--- src/rtl/ir_blob_decoder_pkg.sv ---
// Camera-domain constants and FSM encoding shared by the IR blob decoder
// and any future tracker that consumes extended-mode reports.
package ir_blob_decoder_pkg;

    localparam int CAM_W          = 1024;
    localparam int CAM_H          = 768;
    localparam int BYTES_PER_BLOB = 3;

    localparam logic [9:0] NO_BLOB = 10'd1023;

    typedef enum logic [1:0] {
        ST_IDLE,
        ST_HEADER,
        ST_BLOB,
        ST_DONE
    } state_t;

endpackage

--- src/rtl/ir_blob_unpack.sv ---
// Combinational unpacker: one 3-byte extended-mode blob slot into x/y/size
// plus a flag saying whether the slot holds a real blob.
module ir_blob_unpack
    import ir_blob_decoder_pkg::*;
(
    input  logic [7:0] xl,
    input  logic [7:0] yl,
    input  logic [7:0] hi,
    output logic [9:0] x,
    output logic [9:0] y,
    output logic [3:0] size,
    output logic       blob_ok
);

    // An all-0xFF slot decodes to 1023 on a coordinate, which the camera
    // uses to mean "no blob here".
    always_comb begin
        x       = {hi[5:4], xl};
        y       = {hi[7:6], yl};
        size    = hi[3:0];
        blob_ok = (x != NO_BLOB) && (y != NO_BLOB);
    end

endmodule

--- src/rtl/ir_blob_decoder.sv ---
// Parses one IR camera report per frame_start and publishes the first valid
// blob's coordinates with a one-cycle valid pulse; aborts stalled frames.
module ir_blob_decoder
    import ir_blob_decoder_pkg::*;
#(
    parameter int NUM_BLOBS      = 4,
    parameter int HEADER_BYTES   = 1,
    parameter int TIMEOUT_CYCLES = 100000
) (
    input  logic       clk,
    input  logic       reset,
    input  logic       frame_start,
    input  logic [7:0] data,
    input  logic       data_valid,
    output logic [9:0] x,
    output logic [9:0] y,
    output logic [3:0] size,
    output logic       blob_found,
    output logic       valid,
    output logic       error
);

    localparam int HDR_W = (HEADER_BYTES > 0) ? $clog2(HEADER_BYTES + 1) : 1;
    localparam int BI_W  = $clog2(NUM_BLOBS + 1);
    localparam int TO_W  = $clog2(TIMEOUT_CYCLES);

    localparam logic [HDR_W-1:0] HDR_LAST  = HDR_W'((HEADER_BYTES > 0) ? HEADER_BYTES - 1 : 0);
    localparam logic [BI_W-1:0]  BLOB_LAST = BI_W'(NUM_BLOBS - 1);
    localparam logic [1:0]       BYTE_LAST = 2'(BYTES_PER_BLOB - 1);
    localparam logic [TO_W-1:0]  TO_LAST   = TO_W'(TIMEOUT_CYCLES - 1);
    localparam state_t           FIRST_ST  = (HEADER_BYTES > 0) ? ST_HEADER : ST_BLOB;

    state_t state, state_n;

    logic [HDR_W-1:0] hdr_cnt;
    logic [1:0]       byte_idx;
    logic [BI_W-1:0]  blob_idx;
    logic [TO_W-1:0]  idle_cnt;
    logic [7:0]       xl, yl;

    logic       cand_valid;
    logic [9:0] cand_x, cand_y;
    logic [3:0] cand_size;

    logic [9:0] unp_x, unp_y;
    logic [3:0] unp_size;
    logic       unp_ok;

    logic in_frame, timeout_hit, blob_done, frame_end;

    ir_blob_unpack u_unpack (
        .xl      (xl),
        .yl      (yl),
        .hi      (data),
        .x       (unp_x),
        .y       (unp_y),
        .size    (unp_size),
        .blob_ok (unp_ok)
    );

    always_comb begin
        in_frame    = (state == ST_HEADER) || (state == ST_BLOB);
        timeout_hit = in_frame && !data_valid && (idle_cnt == TO_LAST);
        blob_done   = (state == ST_BLOB) && data_valid && (byte_idx == BYTE_LAST);
        frame_end   = blob_done && (blob_idx == BLOB_LAST);
    end

    always_ff @(posedge clk) begin
        if (reset) state <= ST_IDLE;
        else       state <= state_n;
    end

    // frame_start restarts from any state, so a coincident byte is dropped.
    always_comb begin
        state_n = state;
        if (frame_start) begin
            state_n = FIRST_ST;
        end else begin
            case (state)
                ST_IDLE:   state_n = ST_IDLE;
                ST_HEADER: begin
                    if (data_valid && hdr_cnt == HDR_LAST) state_n = ST_BLOB;
                    else if (timeout_hit)                  state_n = ST_IDLE;
                end
                ST_BLOB: begin
                    if (frame_end)        state_n = ST_DONE;
                    else if (timeout_hit) state_n = ST_IDLE;
                end
                ST_DONE:   state_n = ST_IDLE;
                default:   state_n = ST_IDLE;
            endcase
        end
    end

    // Outputs are loaded on the edge that accepts the final byte, so valid and
    // the new coordinates appear together in the DONE cycle.
    always_ff @(posedge clk) begin
        if (reset) begin
            hdr_cnt    <= '0;
            byte_idx   <= '0;
            blob_idx   <= '0;
            idle_cnt   <= '0;
            xl         <= '0;
            yl         <= '0;
            cand_valid <= 1'b0;
            cand_x     <= '0;
            cand_y     <= '0;
            cand_size  <= '0;
            x          <= '0;
            y          <= '0;
            size       <= '0;
            blob_found <= 1'b0;
            valid      <= 1'b0;
            error      <= 1'b0;
        end else begin
            valid <= 1'b0;
            error <= 1'b0;
            if (frame_start) begin
                hdr_cnt    <= '0;
                byte_idx   <= '0;
                blob_idx   <= '0;
                idle_cnt   <= '0;
                cand_valid <= 1'b0;
            end else begin
                if (!in_frame || data_valid) idle_cnt <= '0;
                else if (timeout_hit)        idle_cnt <= '0;
                else                         idle_cnt <= idle_cnt + 1'b1;

                if (timeout_hit) error <= 1'b1;

                if (state == ST_HEADER && data_valid) hdr_cnt <= hdr_cnt + 1'b1;

                if (state == ST_BLOB && data_valid) begin
                    case (byte_idx)
                        2'd0:    xl <= data;
                        2'd1:    yl <= data;
                        default: ;
                    endcase
                    if (blob_done) begin
                        byte_idx <= '0;
                        blob_idx <= blob_idx + 1'b1;
                        if (unp_ok && !cand_valid) begin
                            cand_valid <= 1'b1;
                            cand_x     <= unp_x;
                            cand_y     <= unp_y;
                            cand_size  <= unp_size;
                        end
                    end else begin
                        byte_idx <= byte_idx + 1'b1;
                    end
                end

                if (frame_end) begin
                    valid <= 1'b1;
                    if (cand_valid) begin
                        x          <= cand_x;
                        y          <= cand_y;
                        size       <= cand_size;
                        blob_found <= 1'b1;
                    end else if (unp_ok) begin
                        x          <= unp_x;
                        y          <= unp_y;
                        size       <= unp_size;
                        blob_found <= 1'b1;
                    end else begin
                        blob_found <= 1'b0;
                    end
                end
            end
        end
    end

endmodule

--- config.mk ---
export PLATFORM = sky130hd
export DESIGN_NAME = ir_blob_decoder
export DESIGN_NICKNAME = d
export VERILOG_FILES = /design/src/rtl/ir_blob_decoder_pkg.sv /design/src/rtl/ir_blob_unpack.sv /design/src/rtl/ir_blob_decoder.sv
export SDC_FILE = /design/constraint.sdc
export NUM_CORES = 1
export LEC_CHECK = 0
export ABC_CLOCK_PERIOD_IN_PS = 2050
export BUFFER_PORTS_ARGS = -buffer_cell sky130_fd_sc_hd__buf_2
export CAP_MARGIN = 20
export CORE_MARGIN = 2
export CORE_UTILIZATION = 58
export DETAILED_ROUTE_END_ITERATION = 16
export PLACE_DENSITY_LB_ADDON = 0.2
export SLEW_MARGIN = 20
export SYNTH_ARGS = -nofsm -noshare
export SYNTH_HDL_FRONTEND = slang
export SYNTH_SLANG_ARGS = --single-unit
--- constraint.sdc ---
create_clock -name clk -period 2.05 [get_ports clk]
set_clock_uncertainty 0.1 [all_clocks]
set_input_delay 0.41 -clock clk [delete_from_list [all_inputs] [get_ports clk]]
set_output_delay 0.41 -clock clk [all_outputs]
set_load 0.005 [all_outputs]
### Word level (Yosys, flattened, before mapping)

Index checks and enable logic that the tools add are counted.

* register bits after elaboration: 93
* bits of input ports: 12
* output and inout port bits: 27
* logic and storage cells: 76

* $add $sub $neg: 4
* eq/ne operators: 9
* multiplexer cells: 16
* bitwise logic cells: 2
* reduce and logical (&&, ||, !) cells: 27

Operators by type and width (count)
* $mux W10: 4
* $ne A10 B10 Y1 const B: 2
* $add A17 B1 Y17 const B: 1
* $eq A17 B17 Y1 const B: 1
* $reduce_and A3 Y1: 4
* $logic_and A1 B1 Y1: 9
* $mux W2: 4
* $mux W4: 2
* $eq A2 B2 Y1 const B: 3
* $pmux W2 S3: 1
* $mux W1: 5
* $eq A2 B1 Y1 const B: 2
* $logic_not A2 Y1: 2
* $reduce_and A2 Y1: 2
* $reduce_and A4 Y1: 1
* $reduce_or A2 Y1: 2
* $reduce_or A4 Y1: 1
* $add A3 B1 Y3 const B: 1
* $eq A3 B2 Y1 const B: 1
* $logic_not A1 Y1: 3
* $add A2 B1 Y2 const B: 1
* $logic_or A1 B1 Y1: 2
* $not A1 Y1: 2
* $reduce_bool A2 Y1: 1
* $add A1 B1 Y1 const B: 1

### Logic depth before layout (Yosys ltp)

Gate-level depths: netlist (run 1).

* word-level depth: 8
* gate-level depth with buffers: 9
* mapped depth without buffers: 7

### Modules after synthesis

Synthesis (run 1) repeated with hierarchy kept, for this count alone.

* cells, all modules: 425
* area total of the unflattened synthesis: 4045.1 um^2

By module, submodules not included
* ir_blob_decoder: instances 1, cells an instance 392, area an instance 3818.7 um^2, sequential area each 1861.8 um^2
* ir_blob_unpack: instances 1, cells an instance 33, area an instance 226.5 um^2, sequential area each 0.0 um^2

### Least setup slack after synthesis (run 1)

Ideal clock, no wire load.

* path type: input-to-reg
* start: input port frame_start
* end: register idle_cnt[10]
* library setup time: 0.064 ns
* data arrival time: 1.654 ns
* required time: 1.886 ns
* slack: 0.232 ns
* stages on the path: 7
* buffers on the path: 3
* path through: buf_2 or2_2 clkbuf_1 nor3_1 nand2_1 buf_2 nor2_1

* cells in the longest elaborated chain, start to end: 1

Ends and longest elaborated chain
* start: declaration: line ir_blob_decoder.sv:12 `input logic frame_start,`
* $reduce_or A4 Y1 (no line)
* end signal: assignment: line ir_blob_decoder.sv:127 `else idle_cnt <= idle_cnt + 1'b1;`
* end: declaration: line ir_blob_decoder.sv:38 `logic [TO_W-1:0] idle_cnt;`

Every way passes these cells.
A chain may end at the register's enable or synchronous reset.

### Worst setup path after layout (run 1)

* start: register blob_idx[0]
* end: register size[0]

* cells in the longest elaborated chain, start to end: 3

Ends and longest elaborated chain
* start: declaration: line ir_blob_decoder.sv:37 `logic [BI_W-1:0] blob_idx;`
* start signal: assignment: line ir_blob_decoder.sv:141 `blob_idx <= blob_idx + 1'b1;`
* $eq A3 B2 Y1: line ir_blob_decoder.sv:65 `frame_end = blob_done && (blob_idx == BLOB_LAST);`
* $logic_and A1 B1 Y1: line ir_blob_decoder.sv:65
* $reduce_and A3 Y1 (no line)
* end signal: assignment: line ir_blob_decoder.sv:158 `size <= cand_size;`
* end signal: assignment: line ir_blob_decoder.sv:163 `size <= unp_size;`
* end: declaration: line ir_blob_decoder.sv:17 `output logic [3:0] size,`

Every way passes these cells.

==> results.ini, run 1 <==
[status]
outcome=complete, no violations

[power_and_ir_drop]
p_comb_share_pct=2.5
p_seq_share_pct=58.6
switchingPower_uw=698
peakVddDrop_uv=386
clkPwrFrac_pct=38.9
p_int_uw=2390
power.density_mw_per_mm2=706
swShare_pct=22.6
p_leak_uw=0.00149
power_uw=3090

[detailed_routing]
drtPass1Iterations=4
wire_per_inst_um=15.0
drt-total-wl_um=7930
via_per_inst=5.70
drc_errors=0
via_count=3009
drtAntennaViolNets=0
drt_iter0_drc=122

[final_layout]
antennaDiodeCount=0
fill_cells=510
drive_gt1_share_pct=17.1
final_cells=528
final_common_cell=dfxtp_1
area_delta_synth_final_pct=11.9
utilization_pct=68.1
layout_common_cells=dfxtp_1, nor2_1, mux2i_1, buf_2, a21oi_1
nNetsFinal=464

[place]
dp_slack_ns=0.0913
portBuffers=38
place_congestion=0.805
dp_cells=512
dp_hpwl_um=5370

[sta]
layout_setup_ws_ns=0.164
final.period_utilization_pct=92.0
max-slew-margin-rel_pct=54.3
grt_setup_unrepaired=no
hold_viol_final=0
setup_tns_ns=0
finalSetupViolCount=0
tightest_slew_ns=0.685
maxSlewViolCount=0
fmax_mhz=530
period_needed_ns=1.89

[clocking]
cts_buffers=9
cts_htree_levels=3
clk_path_buf_depth=2
clk_latency_ns=0.37
cts-root-buf=clkbuf_8
cts_setup_buffers=0
cts.sinks=93
cts.reportedPaths.clkPinSlew_ns=0.09
cts_tree=done

[grt]
grt_pass1_wl_um=13600
grt_max_degree=69
track_usage_pct=23.3
first_global_vias=2859
antenna_found_initial=0
grt_overflow=0

[flow_run]
cap_violations=0

[yosys]
yosysWarnings=0
yosysSeqAreaShare_pct=47.6
syn_area_mm2=0.00391
synth-seq-cells=93
syn_area_per_cell_um2=9.59
ys_types=36
synth_cells=408
synth_nets=426

[critical_path]
cp_max_fo=21
setup.worst_path.end_class=flop
crit_arrival_ns=2.01
critPathKind=reg2reg
cp_data_required_time_ns=2.17
start_kind=flop

[die]
die_area_mm2=0.00742
start_util_pct=60.9
die_h_um=86.1
top_level_ports=39
core_area_mm2=0.00642
rows=29
die_x_um=86.1

[hold_path]
hp-class=in2reg

-- area by class of cell --
type                            count  area [um2]  share of cell area, %
Clock buffer                       10         128                   2.92
Clock inverter                      6        63.8                   1.46
Inverter                            4        15.0                  0.343
Multi-Input combinational cell    284        1880                   42.9
Sequential cell                    93        1860                   42.5
Tap cell                           77        96.3                   2.20
Timing Repair Buffer               54         335                   7.66
-- routing by layer --
metal  global-route usage, %  part of all wire, %  vias to the layer above
met5                       0                    0                        -
met4                    11.0                  1.7                        0
met3                    4.14                  3.4                       13
met2                    36.6                   49                       62
met1                    31.2                   46                     1430
li1                        -                    -                     1504
-- cell usage after synthesis, drive strengths merged --
cell type / n / area (um2)
nor3: 11 / 81.3
nand4: 7 / 43.8
and3: 5 / 31.3
nor4: 4 / 40.0
nand3: 13 / 65.1
o21ai: 1 / 5.00
nor2: 67 / 251
o2bb2ai: 1 / 8.76
and4bb: 1 / 12.5
clkbuf: 14 / 52.6
xor2: 6 / 52.6
and2: 1 / 6.26
and4b: 1 / 10.0
inv: 4 / 15.0
ha: 6 / 75.1
a21oi: 35 / 175
a211oi: 25 / 188
nor3b: 1 / 7.51
or2: 1 / 6.26
and4: 2 / 17.5
xnor2: 11 / 96.3
mux2i: 58 / 581
o22ai: 1 / 6.26
buf: 13 / 111
o21bai: 1 / 7.51
dfxtp: 93 / 1860
or4: 1 / 7.51
nand2: 22 / 82.6
nor2b: 2 / 12.5
-- power by group through the flow --
stage | logic (uW) | registers (uW) | clock network (uW)
6_report | 77.5 | 1810 | 1200
4_1_cts | 77.3 | 1810 | 1220
5_1_grt | 86.0 | 1810 | 1290
2_1_floorplan | 45.7 | 1850 | 0
3_5_place_dp | 76.9 | 1850 | 0
3_3_place_gp | 76.0 | 1850 | 0
-- per-stage QoR --
| stage | hold slack, ns | cell area [um2] |
|---|---|---|
| 3_5_place_dp | 0.351 | 4180 |
| 5_1_grt | 0.215 | 4380 |
| 2_1_floorplan | 0.330 | 3910 |
| 3_3_place_gp | 0.346 | 4180 |
| 6_report | 0.209 | 4380 |
| 4_1_cts | 0.178 | 4370 |
-- kinds of logic after synthesis --
group | Yosys count | synth area share, %
adder cells (fa/ha/maj) | 6 | 1.92
buffers and inverters | 31 | 4.57
AO/OA/AOI/OAI | 64 | 9.98
AND/OR/NAND/NOR | 139 | 17.3
XOR/XNOR | 17 | 3.81
multiplexers | 58 | 14.8
flip-flops | 93 | 47.6
-- registers in the layout (all words and copies together), names as in the netlist --
name,cells
yl,8
blob_found,1
cand_y,10
hdr_cnt,1
error,1
cand_size,4
state,2
valid,1
blob_idx,3
cand_x,10
y,10
idle_cnt,17
x,10
cand_valid,1
size,4
xl,8
byte_idx,2
-- what timing repair did --
action,CTS,global route
gates resized for setup,0,1
hold buffers,0,0
setup endpoints to repair,0,21
-- critical path: stages (launching register included) --
cell	delay, ns
dfxtp_1	0.35
ha_1	0.16
ha_1	0.15
nand2_1	0.13
nor3_4	0.24
and2_0	0.20
buf_4	0.29
a211oi_1	0.13
-- path summary, 6_finish.rpt --
kind	from	endpoint	slack (ns)	cells after the start
max	blob_idx[0]	size[0]	0.16	7
min	data_valid	error	0.21	2
max reg2reg	blob_idx[0]	size[0]	0.16	7
min reg2reg	idle_cnt[0]	idle_cnt[0]	0.37	1
Note: power is estimated with default switching activity, not from simulation.
==> run 2: changes to the inputs <==
--- a/config.mk
+++ b/config.mk
@@ -6,12 +6,13 @@
 export NUM_CORES = 1
 export LEC_CHECK = 0
 export ABC_CLOCK_PERIOD_IN_PS = 2050
-export BUFFER_PORTS_ARGS = -buffer_cell sky130_fd_sc_hd__buf_2
 export CAP_MARGIN = 20
 export CORE_MARGIN = 2
-export CORE_UTILIZATION = 58
+export CORE_UTILIZATION = 60
 export DETAILED_ROUTE_END_ITERATION = 16
+export DONT_BUFFER_PORTS = 1
 export PLACE_DENSITY_LB_ADDON = 0.2
+export RECOVER_POWER = 100
 export SLEW_MARGIN = 20
 export SYNTH_ARGS = -nofsm -noshare
 export SYNTH_HDL_FRONTEND = slang
==> results.ini, run 2 (synthesized netlist as in run 1, its figures left out) <==
[critical_path]
worst_r2r_endpoint=x[0]
reg2reg_from=state[0]
cp_max_fo=15
start_kind=flop
regToRegSetupSlack_ns=0.18
setup.worst_path.end_class=flop
critPathKind=reg2reg
cp_data_required_time_ns=2.22
crit_arrival_ns=2.03
crit_start=state[0]
r2r_cells=7

[grt]
grt_overflow=0
grt_pass1_wl_um=12900
grt_max_degree=71
first_global_vias=2722
antenna_found_initial=0
track_usage_pct=22.4

[hold_path]
hold-path-endpoint=error
min_path_cells=1
min_from=data_valid
hp-class=in2reg

[place]
portBuffers=0
place_congestion=0.798
place_area_mm2=0.00400
dp_hpwl_um=5030
dp_slack_ns=0.190

[final_layout]
area_delta_synth_final_pct=6.43
nNetsFinal=425
final_common_cell=dfxtp_1
layout_common_cells=dfxtp_1, nor2_1, mux2i_1, a21oi_1, a211oi_1
antennaDiodeCount=0
utilization_pct=65.9
finalInstanceArea_mm2=0.00416
drive_gt1_share_pct=8.74
regMostFlops=idle_cnt
largest_reg_flops=17

[clocking]
cts-root-buf=clkbuf_8
cts.sinks=93
cts_buffers=9
cts_setup_buffers=0
clk_path_buf_depth=2
cts_resized=0
clk_latency_ns=0.36
cts_htree_levels=3
cts.reportedPaths.clkPinSlew_ns=0.09
ctsHoldBuffers=0
cts_tree=done

[detailed_routing]
drc_errors=0
via_per_inst=5.90
drtAntennaViolNets=0
via_count=2883
drtPass1Iterations=4
wire_per_inst_um=15.7
drt-total-wl_um=7680
drt_iter0_drc=168

[power_and_ir_drop]
power.density_mw_per_mm2=741
peakVddDrop_uv=433
p_leak_uw=0.00129

[die]
rows=29
die_area_mm2=0.00718
start_util_pct=62.0
die_h_um=84.7
top_level_ports=39
core_area_mm2=0.00631
die_x_um=84.7

[flow_run]
cap_violations=0

[sta]
max-slew-margin-rel_pct=74.1
final.period_utilization_pct=91.0
finalSetupViolCount=0
grt_setup_unrepaired=no
hold_viol_final=0
fmax_mhz=536
tightest_slew_ns=0.388
setup_tns_ns=0
layout_setup_ws_ns=0.184
period_needed_ns=1.87
maxSlewViolCount=0

[status]
outcome=complete, no violations

-- run 2: power breakdown --
group	total [uW]	switching, uW	leakage, uW	internal (uW)
sequential	1810	2.11	0.000749	1810
clock	1240	639	0.000103	605
combinational	30.4	17.2	0.000439	13.2
-- run 2: metrics by stage --
| step | hold slack, ns | power, uW | instances |
|---|---|---|---|
| after global routing | 0.00625 | 3190 | 489 |
| after detailed placement | 0.353 | 1880 | 473 |
| final | 0.0135 | 3080 | 489 |
| after CTS | 0.0000338 | 3120 | 489 |
| after floorplan | 0.330 | 1900 | 408 |
| after global placement | 0.343 | 1880 | 473 |
-- run 2: cell type report --
class | instances | area (um2)
clock inverters | 6 | 68.8
well taps | 77 | 96.3
repair buffers | 15 | 114
multi-input cells | 284 | 1870
flip-flops and latches | 93 | 1860
fillers | 527 | 2150
clock buffers | 10 | 138
inverters | 4 | 15.0
-- run 2: worst max-delay path by stage --
stage	endpoint	slack, ns	cells past startpoint
final	x[0]	0.18	7
after global routing	y[8]	0.02	7
after CTS	y[8]	0.17	7
after detailed placement	y[8]	0.19	7
after global placement	x[7]	0.32	7
after floorplan	idle_cnt[10]	0.23	7
-- run 2: critical path, stage by stage, from the launching register on --
cell and delay, ns:
dfxtp_1 0.37, inv_1 0.07, ha_1 0.22, nand2_1 0.31, nor3_4 0.07, and2_0 0.16, clkbuf_4 0.23, a211oi_1 0.25
-- run 2: per-layer routing --
layer	GRT usage (%)	wire [um]
met1	28.7	3420
met2	36.7	3720
met3	4.72	410
met4	9.09	121
met5	0	0
